==> src/rtl/montgomery_mmm_stream.sv <==
// Radix-2 Montgomery multiplier: P = A*B*2^-K mod m, K_BITS+2 cycles accept-to-valid (1 for rejected ops).
// Single request in flight, no input buffering; the result holds in DONE until i_Ready.
module montgomery_mmm_stream #(
  parameter int K_BITS    = 8,
  parameter bit CHECK_OPS = 1'b1
) (
  input  logic              i_Clk,
  input  logic              i_Rst_n,
  input  logic              i_Valid,
  output logic              o_Ready,
  input  logic [K_BITS-1:0] i_A,
  input  logic [K_BITS-1:0] i_B,
  input  logic [K_BITS-1:0] i_m,
  output logic              o_Valid,
  input  logic              i_Ready,
  output logic [K_BITS-1:0] o_P,
  output logic              o_Err
);

  typedef enum logic [1:0] {IDLE, ITER, FINAL, DONE} state_t;

  localparam int CW = $clog2(K_BITS + 1);
  localparam logic [CW-1:0] LAST = CW'(K_BITS - 1);

  state_t            state, state_nxt;
  logic [K_BITS-1:0] a_q, b_q, m_q;
  logic [K_BITS:0]   p_q;
  logic [CW-1:0]     cnt_q;
  logic              err_q;

  logic              illegal;
  logic [K_BITS+1:0] z, z_red;
  logic [K_BITS:0]   p_iter, p_final;
  logic              unused_lsb;

  always_comb begin
    illegal = CHECK_OPS && (!i_m[0] || (i_m < K_BITS'(3)) || (i_A >= i_m) || (i_B >= i_m));
  end

  // a_q is shifted right each iteration so bit 0 is always the current multiplier bit
  always_comb begin
    z                   = {1'b0, p_q} + (a_q[0] ? {2'b00, b_q} : '0);
    z_red               = z + (z[0] ? {2'b00, m_q} : '0);
    {p_iter, unused_lsb} = z_red;
    p_final             = (p_q >= {1'b0, m_q}) ? (p_q - {1'b0, m_q}) : p_q;
  end

  always_comb begin
    state_nxt = state;
    case (state)
      IDLE:    if (i_Valid) state_nxt = illegal ? DONE : ITER;
      ITER:    if (cnt_q == LAST) state_nxt = FINAL;
      FINAL:   state_nxt = DONE;
      DONE:    if (i_Ready) state_nxt = IDLE;
      default: state_nxt = IDLE;
    endcase
  end

  always_ff @(posedge i_Clk) begin
    if (!i_Rst_n) state <= IDLE;
    else          state <= state_nxt;
  end

  always_ff @(posedge i_Clk) begin
    if (!i_Rst_n) begin
      a_q   <= '0;
      b_q   <= '0;
      m_q   <= '0;
      p_q   <= '0;
      cnt_q <= '0;
      err_q <= 1'b0;
    end else begin
      case (state)
        IDLE: begin
          if (i_Valid) begin
            a_q   <= i_A;
            b_q   <= i_B;
            m_q   <= i_m;
            p_q   <= '0;
            cnt_q <= '0;
            err_q <= illegal;
          end
        end
        ITER: begin
          p_q   <= p_iter;
          a_q   <= a_q >> 1;
          cnt_q <= cnt_q + CW'(1);
        end
        FINAL:   p_q <= p_final;
        default: ;
      endcase
    end
  end

  assign o_Ready = (state == IDLE);
  assign o_Valid = (state == DONE);
  assign o_P     = (state == DONE) ? p_q[K_BITS-1:0] : '0;
  assign o_Err   = (state == DONE) && err_q;

endmodule

==> config.mk <==
export PLATFORM = sky130hd
export DESIGN_NAME = montgomery_mmm_stream
export DESIGN_NICKNAME = d
export VERILOG_FILES = /design/src/rtl/montgomery_mmm_stream.sv
export SDC_FILE = /design/constraint.sdc
export NUM_CORES = 1
export LEC_CHECK = 0
export ABC_AREA = 1
export CORE_ASPECT_RATIO = 0.8
export CORE_UTILIZATION = 50
export DETAILED_ROUTE_END_ITERATION = 7
export GPL_TIMING_DRIVEN = 0
export HOLD_SLACK_MARGIN = 0.1
export PLACE_DENSITY = 0.77
export SYNTH_ARGS = -nofsm -noshare
export SYNTH_HDL_FRONTEND = slang
export SYNTH_SLANG_ARGS = --single-unit
==> constraint.sdc <==
create_clock -name i_Clk -period 3.25 [get_ports i_Clk]
set_input_delay 0.325 -clock i_Clk [delete_from_list [all_inputs] [get_ports i_Clk]]
set_output_delay 0.325 -clock i_Clk [all_outputs]
set_load 0.01 [all_outputs]
==> summary.txt <==
largest family of logic cells by synthesized area: simple AND/OR/NAND/NOR gates
total power: 0.00249 W
synthesis-to-finish area growth: 20.1%
first-pass GRT wire length: 15400 um
critical path class: register to register
Final Non-Filler Cells: 642
clock root buffer: clkbuf_8
Peak VDD IR: 637 uV
Post-route DRC: 0
CTS Buffer Depth: 2
CP Capture Type: register
initial drt markers: 332
PwrDens: 613 nW/um^2
Max Cap Viol: 0
final WL: 9450 um
mux cell area share after synthesis: 0%
share of cells above drive strength 1: 6.27%
Core ar.: 6440 um^2
# IOs: 39
Detail Route Antenna Nets: 0
CTS Sinks: 40
worst slew pin tran: 0.675 ns
minimum clock period: 3.08 ns
Final Hold Fails: 0
worst slack at placement: -0.229 ns
die width: 93.9 um
clock buffer count from CTS: 5
leading area contributor after synthesis: dfxtp_1
cts hold-fix bufs: 0
wire per inst: 14.7 um
cell row count: 26
GRT overflow: 0
mapped cell area: 3380 um^2
Via Count: 3552
max frequency: 0.325 GHz
Final #Nets: 633
ys flop type: dfxtp_1
Core Util, Final: 63.0%
#FFs+latches synth: 40
gr usage total: 28.3%
synthesized instance count: 511
worst min path class: register to register
die area: 7090 um^2
DR vias/cell: 5.53
post-synth top area share: 23.7%
Final WS setup: 0.172 ns
post-synthesis xor/xnor area fraction: 1.82%
asr flop ratio synth: 0%
Die Span Y: 75.5 um
PortBufs: 38
slew margin rel.: 55.0%
crit path launch type: register
Pre-antenna DRT Iters: 5
Slew Limit Fails: 0
dpl cells: 633
largest cells by area after synthesis: dfxtp_1, ha_1, nand2_1, inv_1, a21oi_1
outcome: finished, final reports clean
worst endpoint data arrival time: 3.24 ns
CP max FO: 8
Initial Util: 52.4%
post-synthesis simple-gate area fraction: 25.0%
Clock Latency Late Sink: 0.29 ns
vias in the first global route: 3313
# diodes: 0
Worst Path Required: 3.41 ns
register area: 805 um^2
Compound-Gate Fraction of Synth Area: 20.3%
initial antenna violation count: 0
final worst path period share: 94.7%
filler cell count: 579
syn_nets: 587
Setup violations, final: 0
number of synthesized flops with an enable pin: 0
post-synthesis adder-cell area fraction: 18.5%
CTS tree: done
Hold WS: 0.472 ns
H-tree depth: 2
Distinct cells, synth: 39
part of the Yosys area used for sequential elements: 23.7%
largest net degree at the start of global routing: 13
GP Congestion: 0.895
clock-pin slew of the registers on the worst-case setup and hold paths: 0.08 ns
Final HPWL DP: 7520 um
Yosys warning total: 0
P_leak: 2.08 nW
final setup skew: 0.00794 ns
area of the multi-input gates: 2260 um^2
Synth Area per Inst: 6.61 um^2
[metal layers]
layer	track usage [%]	vias up	part of all wire (%)
met1	39.2	1626	48
met5	0	-	0
met3	3.59	16	7.2
li1	-	1770	-
met4	6.67	0	1.5
met2	47.3	140	43
[what timing repair did]
action / 4_1_cts / 5_1_grt
buffers inserted: 0 / 2
endpoints found under the hold margin: 0 / 0
gates resized for setup: 2 / 11
pin swaps: 0 / 3
setup endpoints to repair: 5 / 5
[cell usage in the layout, fill, tap and decap left out, types with 3 or more instances in the layout]
master	count
inv_1	83
clkdlybuf4s50_1	38
ha_1	42
ha_4	3
nand2_1	124
a21oi_2	5
o22ai_1	3
o21ai_0	36
nor3_1	5
dfxtp_1	39
clkbuf_8	7
nand2_2	4
xor2_1	3
nand4_1	5
xnor2_1	4
clkbuf_1	9
a31oi_1	9
nor2_1	41
a21oi_1	45
nand3_1	17
[through the flow]
step	TNS, ns	instance area (um^2)
2_1_floorplan	0	3380
3_3_place_gp	-0.359	3860
3_5_place_dp	-0.600	3860
4_1_cts	0	3990
5_1_grt	-0.197	4060
6_report	0	4060
[critical path: stages (launching register included)]
cell and delay [ns]:
dfxtp_4 0.41, nand2_1 0.08, inv_1 0.09, ha_4 0.18, inv_1 0.07, fa_2 0.35
inv_1 0.06, nand2_1 0.04, nand2_1 0.09, nand2_1 0.10, nor2_1 0.09, nor2_1 0.05
xor2_1 0.16, ha_1 0.37, nand2_2 0.09, o21ai_1 0.07, a21oi_1 0.15, xor2_1 0.23
o22ai_1 0.10, nand2_1 0.11, a21oi_2 0.05
[power by group]
| part | total, W | internal (W) | leakage, nW | switching, W |
|---|---|---|---|---|
| logic | 0.00133 | 0.000459 | 1.68 | 0.000867 |
| clock network | 0.000449 | 0.000271 | 0.0645 | 0.000178 |
| registers | 0.000712 | 0.000615 | 0.329 | 0.0000972 |
| total | 0.00249 | 0.00135 | 2.08 | 0.00114 |
[path summary, 6_finish.rpt]
kind	startpoint	to	slack (ns)	depth (start not counted)
max	a_q[0]$_SDFFE_PN0P_	p_q[7]$_SDFFE_PN0P_	0.17	20
min reg2reg	a_q[2]$_SDFFE_PN0P_	a_q[1]$_SDFFE_PN0P_	0.47	2
min	a_q[2]$_SDFFE_PN0P_	a_q[1]$_SDFFE_PN0P_	0.47	2
max reg2reg	a_q[0]$_SDFFE_PN0P_	p_q[7]$_SDFFE_PN0P_	0.17	20
[Yosys cell counts, types with 2 or more instances]
| library cell | instances |
|---|---|
| inv_1 | 83 |
| nand4_1 | 5 |
| fa_1 | 3 |
| ha_1 | 45 |
| a21oi_2 | 4 |
| o22ai_1 | 3 |
| xnor2_1 | 4 |
| a21oi_1 | 46 |
| and3_1 | 2 |
| a31oi_1 | 9 |
| o21ai_0 | 37 |
| buf_2 | 2 |
| o31ai_1 | 2 |
| o211ai_2 | 2 |
| nor3_1 | 5 |
| o21bai_1 | 2 |
| nand2_1 | 127 |
| clkbuf_1 | 10 |
| a211oi_1 | 2 |
| dfxtp_1 | 40 |
| a21o_1 | 2 |
| nor2_1 | 41 |
| xor2_1 | 3 |
| nand3_1 | 17 |
[cells by family (layout without fill, tap and decap cells)]
kind of cell	count (synthesis)	after routing
AO/OA/AOI/OAI	118	118
XOR/XNOR	7	7
AND/OR/NAND/NOR	202	202
buffers and inverters	96	143
flip-flops	40	40
adder cells (fa/ha/maj)	48	48
[state kept, by name, indices dropped and copies added (netlist names)]
| register | flops |
|---|---|
| b_q | 8 |
| m_q | 8 |
| err_q | 1 |
| cnt_q | 4 |
| p_q | 9 |
| state | 2 |
| a_q | 8 |
[area by class of cell]
type | count | share of cell area [%]
Timing Repair Buffer | 40 | 9.75
Tap cell | 84 | 2.59
Buffer | 11 | 1.08
Clock inverter | 1 | 0.741
Clock buffer | 7 | 2.38
Inverter | 84 | 7.78
Sequential cell | 40 | 19.8
Multi-Input combinational cell | 375 | 55.8
(Power assumes the default switching activity.)
